### config.mk
export PLATFORM = sky130hd
export DESIGN_NAME = imm_ext_pipe
export DESIGN_NICKNAME = d
export VERILOG_FILES = /design/src/rtl/imm_ext_pipe_pkg.sv /design/src/rtl/ext_lane.sv /design/src/rtl/imm_ext_pipe.sv
export SDC_FILE = /design/constraint.sdc
export NUM_CORES = 1
export LEC_CHECK = 0
export CAP_MARGIN = 40
export CORE_ASPECT_RATIO = 1.75
export CORE_MARGIN = 2
export CORE_UTILIZATION = 31
export DETAILED_ROUTE_END_ITERATION = 7
export PLACE_DENSITY = 0.55
export SETUP_SLACK_MARGIN = 0.02
export SLEW_MARGIN = 20
export SYNTH_ARGS = -nofsm -noshare
export SYNTH_HDL_FRONTEND = slang
export SYNTH_SLANG_ARGS = --single-unit
### constraint.sdc
create_clock -name clk -period 12.5 [get_ports clk]
set_input_delay 2.5 -clock clk [delete_from_list [all_inputs] [get_ports clk]]
set_output_delay 2.5 -clock clk [all_outputs]
set_load 0.03 [all_outputs]
### src/rtl/imm_ext_pipe_pkg.sv
`default_nettype none
// ============================================================================
// Package : ext_defs
// Brief   : Immediate-extension mode encodings shared by decode and issue.
// Rev     : 1.0  initial release
// ============================================================================
package ext_defs;

    localparam int EXT_MODE_W = 2;

    typedef logic [EXT_MODE_W-1:0] ext_mode_t;

    localparam ext_mode_t EXT_ZERO  = 2'd0;
    localparam ext_mode_t EXT_SIGN  = 2'd1;
    localparam ext_mode_t EXT_ONES  = 2'd2;
    localparam ext_mode_t EXT_UPPER = 2'd3;

endpackage
`default_nettype wire

### src/rtl/ext_lane.sv
`default_nettype none
// ============================================================================
// Module : ext_lane
// Brief  : Combinational single-lane immediate extender with lane enable.
// Rev    : 1.0  initial release
// ============================================================================
module ext_lane
    import ext_defs::*;
#(
    parameter int IN_W  = 16,
    parameter int OUT_W = 32
) (
    input  logic [IN_W-1:0]  i_imm,
    input  ext_mode_t        i_mode,
    input  logic             i_en,
    output logic [OUT_W-1:0] o_ext
);

    logic [OUT_W-1:0] w_zero;
    logic [OUT_W-1:0] w_sign;
    logic [OUT_W-1:0] w_ones;
    logic [OUT_W-1:0] w_upper;

    // Casts and shifts keep every form legal when OUT_W equals IN_W.
    assign w_zero  = OUT_W'(i_imm);
    assign w_sign  = OUT_W'($signed(i_imm));
    assign w_ones  = w_zero | ~OUT_W'({IN_W{1'b1}});
    assign w_upper = w_zero << (OUT_W - IN_W);

    always_comb begin
        o_ext = '0;
        if (i_en) begin
            case (i_mode)
                EXT_ZERO:  o_ext = w_zero;
                EXT_SIGN:  o_ext = w_sign;
                EXT_ONES:  o_ext = w_ones;
                EXT_UPPER: o_ext = w_upper;
                default:   o_ext = '0;
            endcase
        end
    end

endmodule
`default_nettype wire

### src/rtl/imm_ext_pipe.sv
`default_nettype none
// ============================================================================
// Module : imm_ext_pipe
// Brief  : Multi-lane immediate extender with registered output and skid buffer.
// Rev    : 1.0  initial release
// ============================================================================
module imm_ext_pipe
    import ext_defs::*;
#(
    parameter int IN_W  = 16,
    parameter int OUT_W = 32,
    parameter int LANES = 2
) (
    input  logic                        clk,
    input  logic                        rst,
    input  logic                        in_valid,
    output logic                        in_ready,
    input  logic [LANES*IN_W-1:0]       in_imm,
    input  logic [LANES*EXT_MODE_W-1:0] in_mode,
    input  logic [LANES-1:0]            in_lane_en,
    output logic                        out_valid,
    input  logic                        out_ready,
    output logic [LANES*OUT_W-1:0]      out_imm,
    output logic [LANES-1:0]            out_lane_en
);

    localparam logic [1:0] C_EMPTY = 2'd0;
    localparam logic [1:0] C_ONE   = 2'd1;
    localparam logic [1:0] C_FULL  = 2'd2;

    logic [1:0]             r_state;
    logic [1:0]             w_state_nxt;
    logic                   r_in_ready;
    logic [LANES*OUT_W-1:0] w_ext;
    logic [LANES*OUT_W-1:0] r_main_imm;
    logic [LANES*OUT_W-1:0] r_skid_imm;
    logic [LANES-1:0]       r_main_en;
    logic [LANES-1:0]       r_skid_en;
    logic                   w_in_xfer;
    logic                   w_out_xfer;
    logic                   w_load_main_in;
    logic                   w_load_main_skid;
    logic                   w_load_skid;

    generate
        for (genvar g = 0; g < LANES; g++) begin : g_lane
            ext_lane #(
                .IN_W  (IN_W),
                .OUT_W (OUT_W)
            ) u_ext_lane (
                .i_imm  (in_imm[g*IN_W +: IN_W]),
                .i_mode (in_mode[g*EXT_MODE_W +: EXT_MODE_W]),
                .i_en   (in_lane_en[g]),
                .o_ext  (w_ext[g*OUT_W +: OUT_W])
            );
        end
    endgenerate

    assign w_in_xfer  = in_valid && r_in_ready;
    assign w_out_xfer = out_ready && (r_state != C_EMPTY);

    // in_ready is registered from the next state so out_ready never reaches it combinationally.
    always_ff @(posedge clk or posedge rst) begin
        if (rst) begin
            r_state    <= C_EMPTY;
            r_in_ready <= 1'b0;
        end else begin
            r_state    <= w_state_nxt;
            r_in_ready <= (w_state_nxt != C_FULL);
        end
    end

    always_comb begin
        w_state_nxt = r_state;
        case (r_state)
            C_EMPTY: if (w_in_xfer) w_state_nxt = C_ONE;
            C_ONE: begin
                if (w_in_xfer && !w_out_xfer)      w_state_nxt = C_FULL;
                else if (!w_in_xfer && w_out_xfer) w_state_nxt = C_EMPTY;
            end
            C_FULL:  if (w_out_xfer) w_state_nxt = C_ONE;
            default: w_state_nxt = C_EMPTY;
        endcase
    end

    always_comb begin
        out_valid        = (r_state != C_EMPTY);
        w_load_main_in   = w_in_xfer && ((r_state == C_EMPTY) || ((r_state == C_ONE) && w_out_xfer));
        w_load_skid      = w_in_xfer && (r_state == C_ONE) && !w_out_xfer;
        w_load_main_skid = (r_state == C_FULL) && w_out_xfer;
    end

    always_ff @(posedge clk or posedge rst) begin
        if (rst) begin
            r_main_imm <= '0;
            r_main_en  <= '0;
            r_skid_imm <= '0;
            r_skid_en  <= '0;
        end else begin
            if (w_load_main_in) begin
                r_main_imm <= w_ext;
                r_main_en  <= in_lane_en;
            end else if (w_load_main_skid) begin
                r_main_imm <= r_skid_imm;
                r_main_en  <= r_skid_en;
            end
            if (w_load_skid) begin
                r_skid_imm <= w_ext;
                r_skid_en  <= in_lane_en;
            end
        end
    end

    assign in_ready    = r_in_ready;
    assign out_imm     = r_main_imm;
    assign out_lane_en = r_main_en;

    // Upstream must hold a stalled bundle unchanged until it is accepted.
    a_in_hold: assert property (@(posedge clk) disable iff (rst)
        (in_valid && !in_ready) |=> (in_valid && $stable(in_imm) && $stable(in_mode) && $stable(in_lane_en)));

endmodule
`default_nettype wire

==> results.py, run 1 <==
metrics = {
    "run_status": {
        "status": "complete, no violations",
    },
    "cts": {
        "htree_levels": 4,
        "cts.clk_slew.worst_paths_ps": 60,
        "numCtsBuffers": 17,
        "post_cts_buffers": 0,
        "hold_buffers": 0,
        "clk_latency_ps": 410,
        "clock-sinks": 135,
        "post_cts_resized": 0,
        "cts_tree": "yes",
        "cts-root-buf": "clkbuf_16",
        "cts.path.max_buffers": 2,
    },
    "place": {
        "dp_hpwl_microns": 10900,
        "gp_congestion": 0.756,
        "io_buffers": 109,
        "numPlacedInstances": 943,
        "dpl_cell_area_sq_um": 7400,
        "place_ws_ps": 7610,
    },
    "pwr": {
        "pwr-share-clk_pct": 25.2,
        "p_per_area_nw_per_um2": 252,
        "swShare_pct": 37.0,
        "combPwrFrac_pct": 37.7,
        "p_switching_mw": 0.751,
        "p_seq_share_pct": 37.1,
        "p_int_mw": 1.28,
        "power.leakage_nw": 3.59,
        "peakVddDrop_mv": 0.101,
        "power_mw": 2.03,
    },
    "timing": {
        "fmax_mhz": 223,
        "holdWs_ps": 475,
        "fin_setup_tns_ps": 0,
        "final.period_utilization_pct": 35.8,
        "slew_headroom_pct": 42.9,
        "hold_viol": 0,
        "rsz0062_at_grt": "false",
        "setup_viol": 0,
        "finClkSkew_ps": 8.39,
        "tightestPinTransition_ps": 853,
        "period_minus_slack_ps": 4480,
        "fin_ws_ps": 8020,
        "finalMaxSlewViolations": 0,
    },
    "detailed_routing": {
        "detail_route.first_pass.iterations": 7,
        "vias_per_cell": 5.05,
        "drc": 0,
        "routed_wl_microns": 16300,
        "m1WireLength_microns": 6670,
        "dr.first_iter.drc_count": 314,
        "dr_wl_met2_microns": 8770,
        "avgRoutedWirePerCell_microns": 16.8,
        "top_layer": "met4",
        "postRouteAntennaNets": 0,
        "wl_met3_microns": 670,
        "vias": 4926,
    },
    "yosys": {
        "synth.largest_area_cell": "dfrtp_1",
        "yosys_warnings": 0,
        "ys_seq_area_share_pct": 55.2,
        "synth.top_cell.area_share_pct": 55.2,
        "syn_area_sq_um": 6120,
        "synth_area_leaders": "dfrtp_1, o21ai_0, nand2_1",
        "synth-edff-count": 0,
        "yosysMostFrequentCell": "dfrtp_1",
        "synth_cell_type_count": 29,
        "syn_inst": 634,
        "async_flop_share_pct": 100,
        "synth_top_cells_by_count": "dfrtp_1, nand2_1, o21ai_0",
        "syn-num-nets": 676,
        "ys_seq_elements": 135,
        "syn_area_per_cell_sq_um": 9.66,
        "ys.flop_type": "dfrtp_1",
    },
    "cells_and_area": {
        "fin_area_sq_um": 8040,
        "nFillCells": 1968,
        "fin_cells": 976,
        "nNetsFinal": 760,
        "n_antenna_cell": 0,
        "area_growth_pct": 31.2,
        "finish.utilization_pct": 41.1,
        "drive_gt1_share_pct": 7.39,
    },
    "setup_path": {
        "cp.depth": 5,
        "rr_startpoint": "r_state[0]",
        "cpMostUsedCell": "o21ai_0",
        "critical_path_arrival_ps": 4790,
        "critPathRequiredTime_ps": 12810,
        "path_delay_family": "buffers and inverters",
        "critical_path.endpoint_type": "flip-flop",
        "cp_num_buf_inv": 1,
        "path_class": "in2reg",
        "critPathMaxFanout": 18,
        "crit_slowest_cell": "clkdlybuf4s50_1",
        "max_stage_delay_ps": 900,
        "crit_path_cell_trace": "clkdlybuf4s50_1 > nand2_1 > nor2_1 > o21ai_0 > o21ai_0",
        "crit_start": "in_mode[0]",
        "start_kind": "primary input",
        "r2r_cells": 6,
    },
    "floorplanning": {
        "die_area_sq_um": 20900,
        "io_pins": 110,
        "start_util_pct": 31.3,
        "rows": 68,
        "die_h_microns": 190,
        "die_w_microns": 110,
        "core_sq_um": 19600,
    },
    "grt": {
        "antenna_found_initial": 0,
        "overflow": 0,
        "grt_max_degree": 90,
        "grt_pass1_wl_microns": 26500,
        "grt.total_usage_pct": 16.3,
        "first_global_vias": 5051,
    },
    "hold_path": {
        "holdPathStages": 1,
        "hp-class": "reg2reg",
        "holdCritStartpoint": "out_lane_en[1]",
    },
    "flow_run": {
        "drv_cap": 0,
    },
}
## power by group through the flow
stage	registers, mW	logic (mW)	clock network, mW
4_1_cts	0.756	0.775	0.525
2_1_floorplan	0.911	0.296	0
5_1_grt	0.778	0.834	0.544
3_5_place_dp	0.760	0.772	0
3_3_place_gp	0.755	0.735	0
6_report	0.753	0.764	0.512
## flip-flops by register name (all words and copies together), names as in the netlist
| signal | flops |
|---|---|
| out_imm | 64 |
| r_skid_imm | 64 |
| out_lane_en | 2 |
| r_skid_en | 2 |
| r_state | 2 |
| in_ready | 1 |
## logic make-up (layout without fill, tap and decap cells)
logic type / Yosys count / in the layout / synth area share [%]
AOI/OAI and AO/OA: 229 / 229 / 22.9
buffers and inverters: 89 / 186 / 7.03
DFF: 135 / 135 / 55.2
muxes: 5 / 5 / 0.858
and+or+nand+nor: 176 / 176 / 14.1
## placed cells by master, fill, tap and decap left out, drive strengths merged
cell / synthesis / layout
dfrtp: 135 / 135
clkdlybuf4s50: 0 / 109
nand2: 103 / 103
o21ai: 97 / 97
a21oi: 63 / 63
inv: 34 / 36
nor2b: 33 / 33
and3: 32 / 32
a221o: 32 / 32
a211oi: 32 / 32
clkbuf: 17 / 18
buf: 38 / 11
clkinvlp: 0 / 5
clkinv: 0 / 4
mux2i: 3 / 3
bufinv: 0 / 3
nor2: 3 / 3
or2: 2 / 2
mux2: 2 / 2
and3b: 2 / 2
a21boi: 2 / 2
nor3: 1 / 1
o22ai: 1 / 1
a22o: 1 / 1
a21o: 1 / 1
## final cells by class
| class | count | area, sq um | area share [%] |
|---|---|---|---|
| tap | 245 | 307 | 3.81 |
| timing repair buffer | 120 | 1270 | 15.8 |
| inverter | 34 | 133 | 1.65 |
| multi-input combinational | 410 | 2340 | 29.2 |
| clock buffer | 18 | 429 | 5.34 |
| sequential | 135 | 3380 | 42.0 |
| clock inverter | 14 | 176 | 2.20 |
## routing by layer
| metal | GRT usage, % | vias up |
|---|---|---|
| met5 | 0 | - |
| met4 | 5.58 | 0 |
| met3 | 2.57 | 16 |
| met2 | 28.4 | 128 |
| met1 | 20.0 | 2406 |
| li1 | - | 2376 |
## final timing paths
path	slack (ps)	end
max	8020	r_skid_imm[17]
min	470	out_lane_en[1]
max reg2reg	10450	out_imm[52]
min reg2reg	470	out_lane_en[1]
max in group asynchronous	8830	r_skid_imm[26]
min in group asynchronous	2380	r_skid_imm[15]
Power figures use the tool's default switching activity.
==> run 2, diff against run 1 <==
Clock period 12.5 ns to 4.4 ns, I/O delays scaled along.
==> run 2 against run 1 <==
Compared with the run above: final area down 0.84%; clock power rose to 2.6 times the previous value; via count fell by 0.32%; largest power group unchanged; utilization is 0.35 points lower; sequential power rose to 2.8 times the previous value.
==> results.py, run 2 (same netlist as run 1, synthesis figures left out) <==
metrics = {
    "run_status": {
        "status": "complete, no violations",
    },
    "detailed_routing": {
        "postRouteAntennaNets": 0,
        "vias_per_cell": 5.02,
        "detail_route.first_pass.iterations": 4,
        "vias": 4910,
        "dr.first_iter.drc_count": 218,
        "avgRoutedWirePerCell_microns": 17.3,
        "drc": 0,
        "routed_wl_microns": 17000,
    },
    "setup_path": {
        "path_class": "in2reg",
        "critPathMaxFanout": 18,
        "crit_start": "in_mode[2]",
        "crit_end": "r_skid_imm[60]",
        "r2r_cells": 5,
        "start_kind": "primary input",
        "critical_path_arrival_ps": 3130,
        "ff2ff_setup_slack_ps": 2130,
        "rr_startpoint": "r_state[0]",
        "rr_endpoint": "out_imm[16]",
        "critical_path.endpoint_type": "flip-flop",
        "critPathRequiredTime_ps": 4730,
    },
    "cells_and_area": {
        "multi_input_area_sq_um": 2340,
        "drive_gt1_share_pct": 7.64,
        "final_cell_mix": "dfrtp_1, clkdlybuf4s50_1, nand2_1",
        "nFillCells": 1960,
        "area_growth_pct": 30.1,
        "final_common_cell": "dfrtp_1",
        "nNetsFinal": 762,
        "n_antenna_cell": 0,
        "regArea_sq_um": 3380,
    },
    "hold_path": {
        "hp-class": "reg2reg",
        "holdCritStartpoint": "r_skid_imm[39]",
        "holdPathStages": 2,
    },
    "floorplanning": {
        "io_pins": 110,
        "die_h_microns": 190,
        "die_area_sq_um": 20900,
        "rows": 68,
        "core_sq_um": 19600,
        "start_util_pct": 31.3,
        "die_w_microns": 110,
    },
    "grt": {
        "grt_max_degree": 66,
        "first_global_vias": 5056,
        "overflow": 0,
        "grt.total_usage_pct": 17.1,
        "antenna_found_initial": 0,
        "grt_pass1_wl_microns": 27600,
    },
    "timing": {
        "rsz0062_at_grt": "false",
        "setup_viol": 0,
        "final.period_utilization_pct": 63.8,
        "fin_ws_ps": 1590,
        "fmax_mhz": 356,
        "hold_viol": 0,
        "tightestPinTransition_ps": 807,
        "finClkSkew_ps": 13.1,
        "period_minus_slack_ps": 2810,
        "slew_headroom_pct": 46.0,
        "fin_setup_tns_ps": 0,
        "finalMaxSlewViolations": 0,
    },
    "place": {
        "gp_congestion": 0.768,
        "dp_hpwl_microns": 11600,
        "io_buffers": 109,
        "place_ws_ps": 1150,
    },
    "pwr": {
        "power.leakage_nw": 3.57,
        "p_per_area_nw_per_um2": 706,
        "peakVddDrop_mv": 0.314,
        "power_mw": 5.62,
    },
    "cts": {
        "clk_latency_ps": 420,
        "post_cts_resized": 0,
        "cts.clk_slew.worst_paths_ps": 60,
        "htree_levels": 4,
        "cts_tree": "yes",
        "hold_buffers": 0,
        "cts-root-buf": "clkbuf_16",
        "post_cts_buffers": 0,
        "numCtsBuffers": 17,
        "cts.path.max_buffers": 2,
        "clock-sinks": 135,
    },
    "flow_run": {
        "drv_cap": 0,
    },
}
-- run 2: cell count changes in the layout (fill, tap and decap cells not counted) --
| cell | before | now |
|---|---|---|
| buf_16 | 4 | 2 |
| buf_12 | 1 | 3 |
| inv_8 | 0 | 1 |
| buf_4 | 5 | 8 |
| inv_6 | 3 | 6 |
| clkinv_4 | 3 | 2 |
| clkinv_2 | 1 | 2 |
| buf_6 | 1 | 0 |
| bufinv_16 | 3 | 0 |
| clkinvlp_4 | 5 | 4 |
-- run 2: area by class of cell --
| class | instances | area share, % |
|---|---|---|
| Sequential cell | 135 | 42.4 |
| Multi-Input combinational cell | 410 | 29.4 |
| Clock inverter | 14 | 1.43 |
| Timing Repair Buffer | 122 | 15.9 |
| Clock buffer | 18 | 5.39 |
| Tap cell | 245 | 3.85 |
| Inverter | 34 | 1.65 |
-- run 2: worst min path at each step --
| stage | endpoint | slack [ps] |
|---|---|---|
| floorplan | r_skid_imm[0] | 450 |
| global placement | r_skid_imm[6] | 460 |
| detailed placement | r_skid_imm[39] | 470 |
| CTS | r_skid_imm[39] | 480 |
| global route | out_lane_en[1] | 500 |
| finish | r_skid_imm[39] | 480 |
-- run 2: critical path, stage by stage --
cell,delay (ps)
clkdlybuf4s50_1,920
nand2_1,150
nor2_1,650
o21ai_0,310
o21ai_0,220
-- run 2: through the flow --
step / area [sq um] / util [%] / instances / hold WS (ps)
final: 7970 / 40.7 / 978 / 478
after global routing: 7970 / 40.7 / 978 / 499
after CTS: 7950 / 40.6 / 977 / 484
after floorplan: 6130 / - / 634 / 450
after global placement: 7320 / 37.4 / 941 / 462
after detailed placement: 7410 / 37.8 / 945 / 470
-- run 2: per-layer routing --
layer	share of wire, %	track usage (%)	routed length (microns)	vias to the layer above
met1	41	20.1	6880	2396
met5	0	0	0	-
met3	3.3	2.91	565	19
met2	54	30.4	9170	108
li1	-	-	-	2387
met4	2.0	6.44	342	0
-- run 2: power by group --
| group | internal (mW) | total [mW] | switching (mW) |
|---|---|---|---|
| clock network | 0.734 | 1.32 | 0.583 |
| registers | 1.80 | 2.13 | 0.329 |
| logic | 0.931 | 2.18 | 1.25 |
| total | 3.46 | 5.62 | 2.16 |
